===== src/rtl/apb_master.sv =====
// APB requester: turns a valid/ready command into an APB SETUP/ACCESS transfer
// and returns a one-cycle response pulse. A wait-state timeout aborts hung transfers.
module apb_master #(
  parameter int ADDR_W  = 32,
  parameter int DATA_W  = 32,
  parameter int TIMEOUT = 16
) (
  input  logic              clk,
  input  logic              rst,
  input  logic              cmd_valid,
  output logic              cmd_ready,
  input  logic              cmd_write,
  input  logic [ADDR_W-1:0] cmd_addr,
  input  logic [DATA_W-1:0] cmd_wdata,
  output logic              rsp_valid,
  output logic [DATA_W-1:0] rsp_rdata,
  output logic              rsp_err,
  output logic [ADDR_W-1:0] PADDR,
  output logic              PWRITE,
  output logic              PSEL,
  output logic              PENABLE,
  output logic [DATA_W-1:0] PWDATA,
  input  logic [DATA_W-1:0] PRDATA,
  input  logic              PREADY
);

  typedef enum logic [1:0] {IDLE, SETUP, ACCESS} state_e;

  localparam int CNT_W = (TIMEOUT > 0) ? $clog2(TIMEOUT + 1) : 1;
  // Counter value seen on the edge that would be the TIMEOUT-th stalled edge.
  localparam logic [CNT_W-1:0] LAST_WAIT = CNT_W'((TIMEOUT > 0) ? TIMEOUT - 1 : 0);
  localparam bit TIMEOUT_EN = (TIMEOUT > 0);

  state_e            state_q, state_d;
  logic [CNT_W-1:0]  wait_cnt_q, wait_cnt_d;
  logic [ADDR_W-1:0] paddr_q;
  logic              pwrite_q;
  logic [DATA_W-1:0] pwdata_q;
  logic              rsp_valid_q;
  logic [DATA_W-1:0] rsp_rdata_q;
  logic              rsp_err_q;

  logic accept;
  logic done;
  logic abort;

  always_comb begin
    accept = cmd_valid && cmd_ready;
    done   = (state_q == ACCESS) && PREADY;
    // Completion wins when PREADY rises on the same edge the limit is reached.
    abort  = TIMEOUT_EN && (state_q == ACCESS) && !PREADY && (wait_cnt_q == LAST_WAIT);
  end

  // State register
  always_ff @(posedge clk) begin
    if (rst) begin
      state_q <= IDLE;
    end else begin
      state_q <= state_d;
    end
  end

  // Next-state logic
  always_comb begin
    state_d = state_q;
    case (state_q)
      IDLE:    if (accept) state_d = SETUP;
      SETUP:   state_d = ACCESS;
      ACCESS:  if (done || abort) state_d = IDLE;
      default: state_d = IDLE;
    endcase
  end

  // Output logic
  always_comb begin
    cmd_ready = (state_q == IDLE) && !rst;
    PSEL      = (state_q == SETUP) || (state_q == ACCESS);
    PENABLE   = (state_q == ACCESS);
    PADDR     = paddr_q;
    PWRITE    = pwrite_q;
    PWDATA    = pwdata_q;
    rsp_valid = rsp_valid_q;
    rsp_rdata = rsp_rdata_q;
    rsp_err   = rsp_err_q;
  end

  always_comb begin
    wait_cnt_d = wait_cnt_q;
    if (accept) begin
      wait_cnt_d = '0;
    end else if ((state_q == ACCESS) && !PREADY) begin
      wait_cnt_d = wait_cnt_q + CNT_W'(1);
    end
  end

  always_ff @(posedge clk) begin
    if (rst) begin
      paddr_q     <= '0;
      pwrite_q    <= 1'b0;
      pwdata_q    <= '0;
      wait_cnt_q  <= '0;
      rsp_valid_q <= 1'b0;
      rsp_rdata_q <= '0;
      rsp_err_q   <= 1'b0;
    end else begin
      wait_cnt_q  <= wait_cnt_d;
      rsp_valid_q <= done || abort;
      if (accept) begin
        paddr_q  <= cmd_addr;
        pwrite_q <= cmd_write;
        pwdata_q <= cmd_wdata;
      end
      if (done) begin
        rsp_rdata_q <= pwrite_q ? '0 : PRDATA;
        rsp_err_q   <= 1'b0;
      end else if (abort) begin
        rsp_rdata_q <= '0;
        rsp_err_q   <= 1'b1;
      end
    end
  end

endmodule


===== config.mk =====
export PLATFORM = sky130hd
export DESIGN_NAME = apb_master
export DESIGN_NICKNAME = d
export VERILOG_FILES = /design/src/rtl/apb_master.sv
export SDC_FILE = /design/constraint.sdc
export NUM_CORES = 1
export LEC_CHECK = 0
export BUFFER_PORTS_ARGS = -buffer_cell sky130_fd_sc_hd__buf_2
export CAP_MARGIN = 0
export CORE_ASPECT_RATIO = 1.25
export CORE_MARGIN = 2
export CORE_UTILIZATION = 30
export DETAILED_ROUTE_END_ITERATION = 6
export GPL_TIMING_DRIVEN = 1
export SLEW_MARGIN = 40
export SYNTH_ARGS = -nofsm -noshare
export SYNTH_HDL_FRONTEND = slang
export SYNTH_SLANG_ARGS = --single-unit

===== constraint.sdc =====
create_clock -name clk -period 4.7 [get_ports clk]
set_input_delay 1.41 -clock clk [delete_from_list [all_inputs] [get_ports clk]]
set_output_delay 1.41 -clock clk [all_outputs]
set_load 0.1 [all_outputs]

-- After elaboration in Yosys (flattened, before gate mapping)
Index checks and enable logic that the tools add are counted.
- $mul: 0
- add/sub/neg operators: 1
- bitwise gates (word level): 0
- eq/ne operators: 5
- divide/modulo/power cells: 0
- order comparisons: 0
- mux-type cells: 6
- reduce and logical (&&, ||, !) cells: 14
- shift-type cells: 0
- operator list (cell ; number):
    2-to-1 mux 32 bit ; 3
    one-hot mux 2 bit (3 select lines) ; 1
    adder 5 x 1 -> 5 bit, second input constant ; 1
    == test 5 x 4 -> 1 bit, second input constant ; 1
    logical AND 1 bit ; 5
    2-to-1 mux 2 bit ; 2
    OR reduction 2 bit ; 2
    == test 2 x 1 -> 1 bit, second input constant ; 1
    == test 2 bit, second input constant ; 1
    logical NOT 1 bit ; 2
    logical NOT 2 bit ; 1
    logical OR 1 bit ; 2
    inequality test 2 x 1 -> 1 bit, second input constant ; 1
    inequality test 2 bit, second input constant ; 1
    AND reduction 2 bit ; 1
    nonzero test 2 bit ; 1
- ROM bits: 0
- latch bits: 0
- register bits: 106
- input port bits: 101
- output and inout bits: 102
- memories: 0
- logic and storage cells: 34
- bits in writable memories: 0

-- Depth between registers and ports, before layout
- word-level depth: 6
- mapped depth: 7
- mapped depth without buffers: 6

-- Worst setup path after synthesis
No wires, ideal clock.
- path type: input-to-output
- start point: input rst
- end point: output cmd_ready
- path slack: 1.067 ns
- arrival: 2.223 ns
- buffers on the path: 0
- stages: 1
- path through: nor2b_2
- word-level cells in the longest chain between the ends: 2
- RTL lines (what ; RTL line ; text):
    start, declared ; 9 ; input logic rst,
    logical NOT 1 bit ; 76 ; cmd_ready = (state_q == IDLE) && !rst;
    logical AND 1 bit ; 76 ;
    end, declared ; 11 ; output logic cmd_ready,
No other way between the ends.

-- Worst setup path in the final report
Ends and elaborated chain as after synthesis.

==> flow_summary.yaml <==
detailed_routing:
  postRouteAntennaNets: 0
  wl_per_cell_um: 13.4
  drt_first_iter_violations: 112
  wirelength_um: 8550
  dr.pass1.iters: 4
  via_per_inst: 4.74
  drc: 0
  via_count: 3020
min_path:
  hp-start: "PADDR[11]"
  hp-class: "flop to flop"
sta:
  drv_slew: 0
  hold_viol_final: 0
  max_freq_mhz: 283
  fin_crit_ns: 3.53
  worstMarginPinSlew_ns: 0.703
  period_share: 0.751
  finalSetupTns_ns: 0
  skew_ns: 0.00782
  rsz0062_at_grt: "no"
  slew_headroom: 0.532
  setup_viol: 0
finish:
  antenna_cells: 0
  finalInstanceArea_mm2: 0.00493
  stdcell_count: 637
  fin_nets: 601
  final_util: 0.429
  syn_to_final_growth_pct: 40.6
  drive_above_1_share: 0.453
setup_path:
  path_class: "input pin to primary output"
  cp_num_buf_inv: 2
  arrival_ns: 2.12
  crit_chain: "buf_2, nor2b_2, buf_2"
  cpPeakStageDelay_ns: 0.45
  worstSetupStartpointType: "input pin"
  worstReg2RegStart: "state_q[0]"
  worstSetupEndpointType: "primary output"
  crit_top_cell: "buf_2"
  crit_start: "rst"
  crit_family: "buffers and inverters"
  critical_path_peak_fanout: 2
  cp_data_required_time_ns: 3.29
  cp_slowest_cell: "buf_2"
cts:
  clk_pin_slew_ns: 0.06
  clock-root-buffer: "clkbuf_16"
  post_cts_resized: 0
  htreeDepth: 3
  ctsHoldBuffers: 0
  clkSinkCount: 106
  clk_latency_ns: 0.33
  post-cts-setup-buffers: 0
  cts_buffers: 9
  cts_tree: "done"
  clockBufferDepth: 2
pwr:
  total_power_mw: 3.38
  ir_drop_mv: 0.261
  power_per_cell_area_mw_per_mm2: 685
  p_clk_frac: 0.259
  combPwrFrac: 0.419
  p_int_mw: 1.82
  leakage_nw: 2.42
  seq_power_share: 0.322
  p_sw_mw: 1.57
  swShare: 0.463
place:
  io_buffer_count: 202
  placed_area_mm2: 0.00458
  dpl.cell_count: 621
  gp_congestion: 0.734
  hpwl_um: 5940
flow_run:
  max-cap-violations: 0
die:
  rows: 44
  design.portCount: 203
  start_util: 0.305
  die_w_um: 101
  die_area_mm2: 0.0126
  die_y_um: 125
  core_mm2: 0.0115
synth:
  syn_inst: 303
  synth_fp_nets: 410
  yosys_most_used_dff: "dfxtp_1"
  synth_common_cells: "dfxtp_1 (106), a22o_1 (65), nor2_1 (36), a22oi_1 (32), buf_2 (14)"
  synth_area_mm2: 0.00351
  synth_top_area_cell: "dfxtp_1"
  yosysUniqueCellTypes: 28
  synth_top_area_share: 0.604
  synthArstFlopShare: 0
  synth-edff-count: 0
  yosysWarnings: 0
  synth-seq-cells: 106
  synthMostInstantiatedCell: "dfxtp_1"
  syn_area_per_cell_um2: 11.6
  synth.area.top_cells: "dfxtp_1 (60%), a22o_1 (16%), a22oi_1 (6.8%)"
  ys_seq_area_frac: 0.604
global_route:
  grt_pass1_vias: 2818
  grt_overflow: 0
  grt_pass1_wl_um: 13100
  grt_max_degree: 66
  antenna_found_initial: 0
  grt_use_total: 0.127
outcome:
  outcome: "finished, final reports clean"
## flip-flops by register name, indices dropped and copies added (netlist names)
name and count:
PWDATA 32, rsp_rdata 32, rsp_valid 1, PWRITE 1, PADDR 32, rsp_err 1, state_q 2, wait_cnt_q 5
## cell usage in the layout (no fill, tap or decap), types with 2 or more instances in the layout
cell / instances
a22oi_1: 32
ha_1: 6
nor2_1: 36
inv_1: 3
a22o_1: 65
mux2i_1: 2
clkbuf_16: 9
buf_2: 202
nand2b_1: 6
inv_6: 2
buf_4: 3
a211oi_1: 2
a21oi_1: 3
bufinv_16: 3
dfxtp_1: 106
nand2_1: 2
## layer usage
metal  share of wire  GRT usage  vias to the layer above
met4          0.0091     0.0387                        0
met5               0          0                        -
met3           0.084     0.0425                        6
li1                -          -                     1487
met1            0.44      0.151                     1402
met2            0.47      0.215                      125
## area by class of cell
cell class	instances	area (µm²)
fillers	1103	6570
flip-flops and latches	106	2120
multi-input cells	169	1240
repair buffers	205	1030
clock buffers	10	239
well taps	138	173
clock inverters	6	119
inverters	3	11.3
## cell families (layout without fill, tap and decap cells)
family                     after synthesis  count (layout)  share of synthesized area
buffers and inverters                   28             224                     0.0478
AOI/OAI and AO/OA                      107             107                      0.248
and+or+nand+nor                         52              52                     0.0677
muxes                                    2               2                    0.00570
DFF                                    106             106                      0.604
xor gates and xnor gates                 2               2                    0.00499
adders and majority gates                6               6                     0.0214
## per-stage QoR
stage / hold slack [ns] / setup WS [ns]
global placement: 0.451 / 1.15
floorplan: 0.454 / 1.07
global route: 0.485 / 1.14
CTS: 0.472 / 1.15
finish: 0.469 / 1.17
detailed placement: 0.449 / 1.15
## power by group through the flow
stage / clock, mW / combinational, mW / sequential, mW
after floorplan: 0 / 0.375 / 1.95
after global placement: 0 / 1.42 / 1.10
after detailed placement: 0 / 1.42 / 1.11
after CTS: 0.906 / 1.43 / 1.09
after global routing: 0.944 / 1.47 / 1.10
final: 0.877 / 1.42 / 1.09
## path summary, 6_finish.rpt
path,end,slack [ns],depth (start not counted)
hold / removal,PADDR[11],0.47,1
hold reg to reg,PADDR[11],0.47,1
setup / recovery,cmd_ready,1.17,3
setup reg to reg,PADDR[25],2.82,5
(Power assumes the default switching activity.)
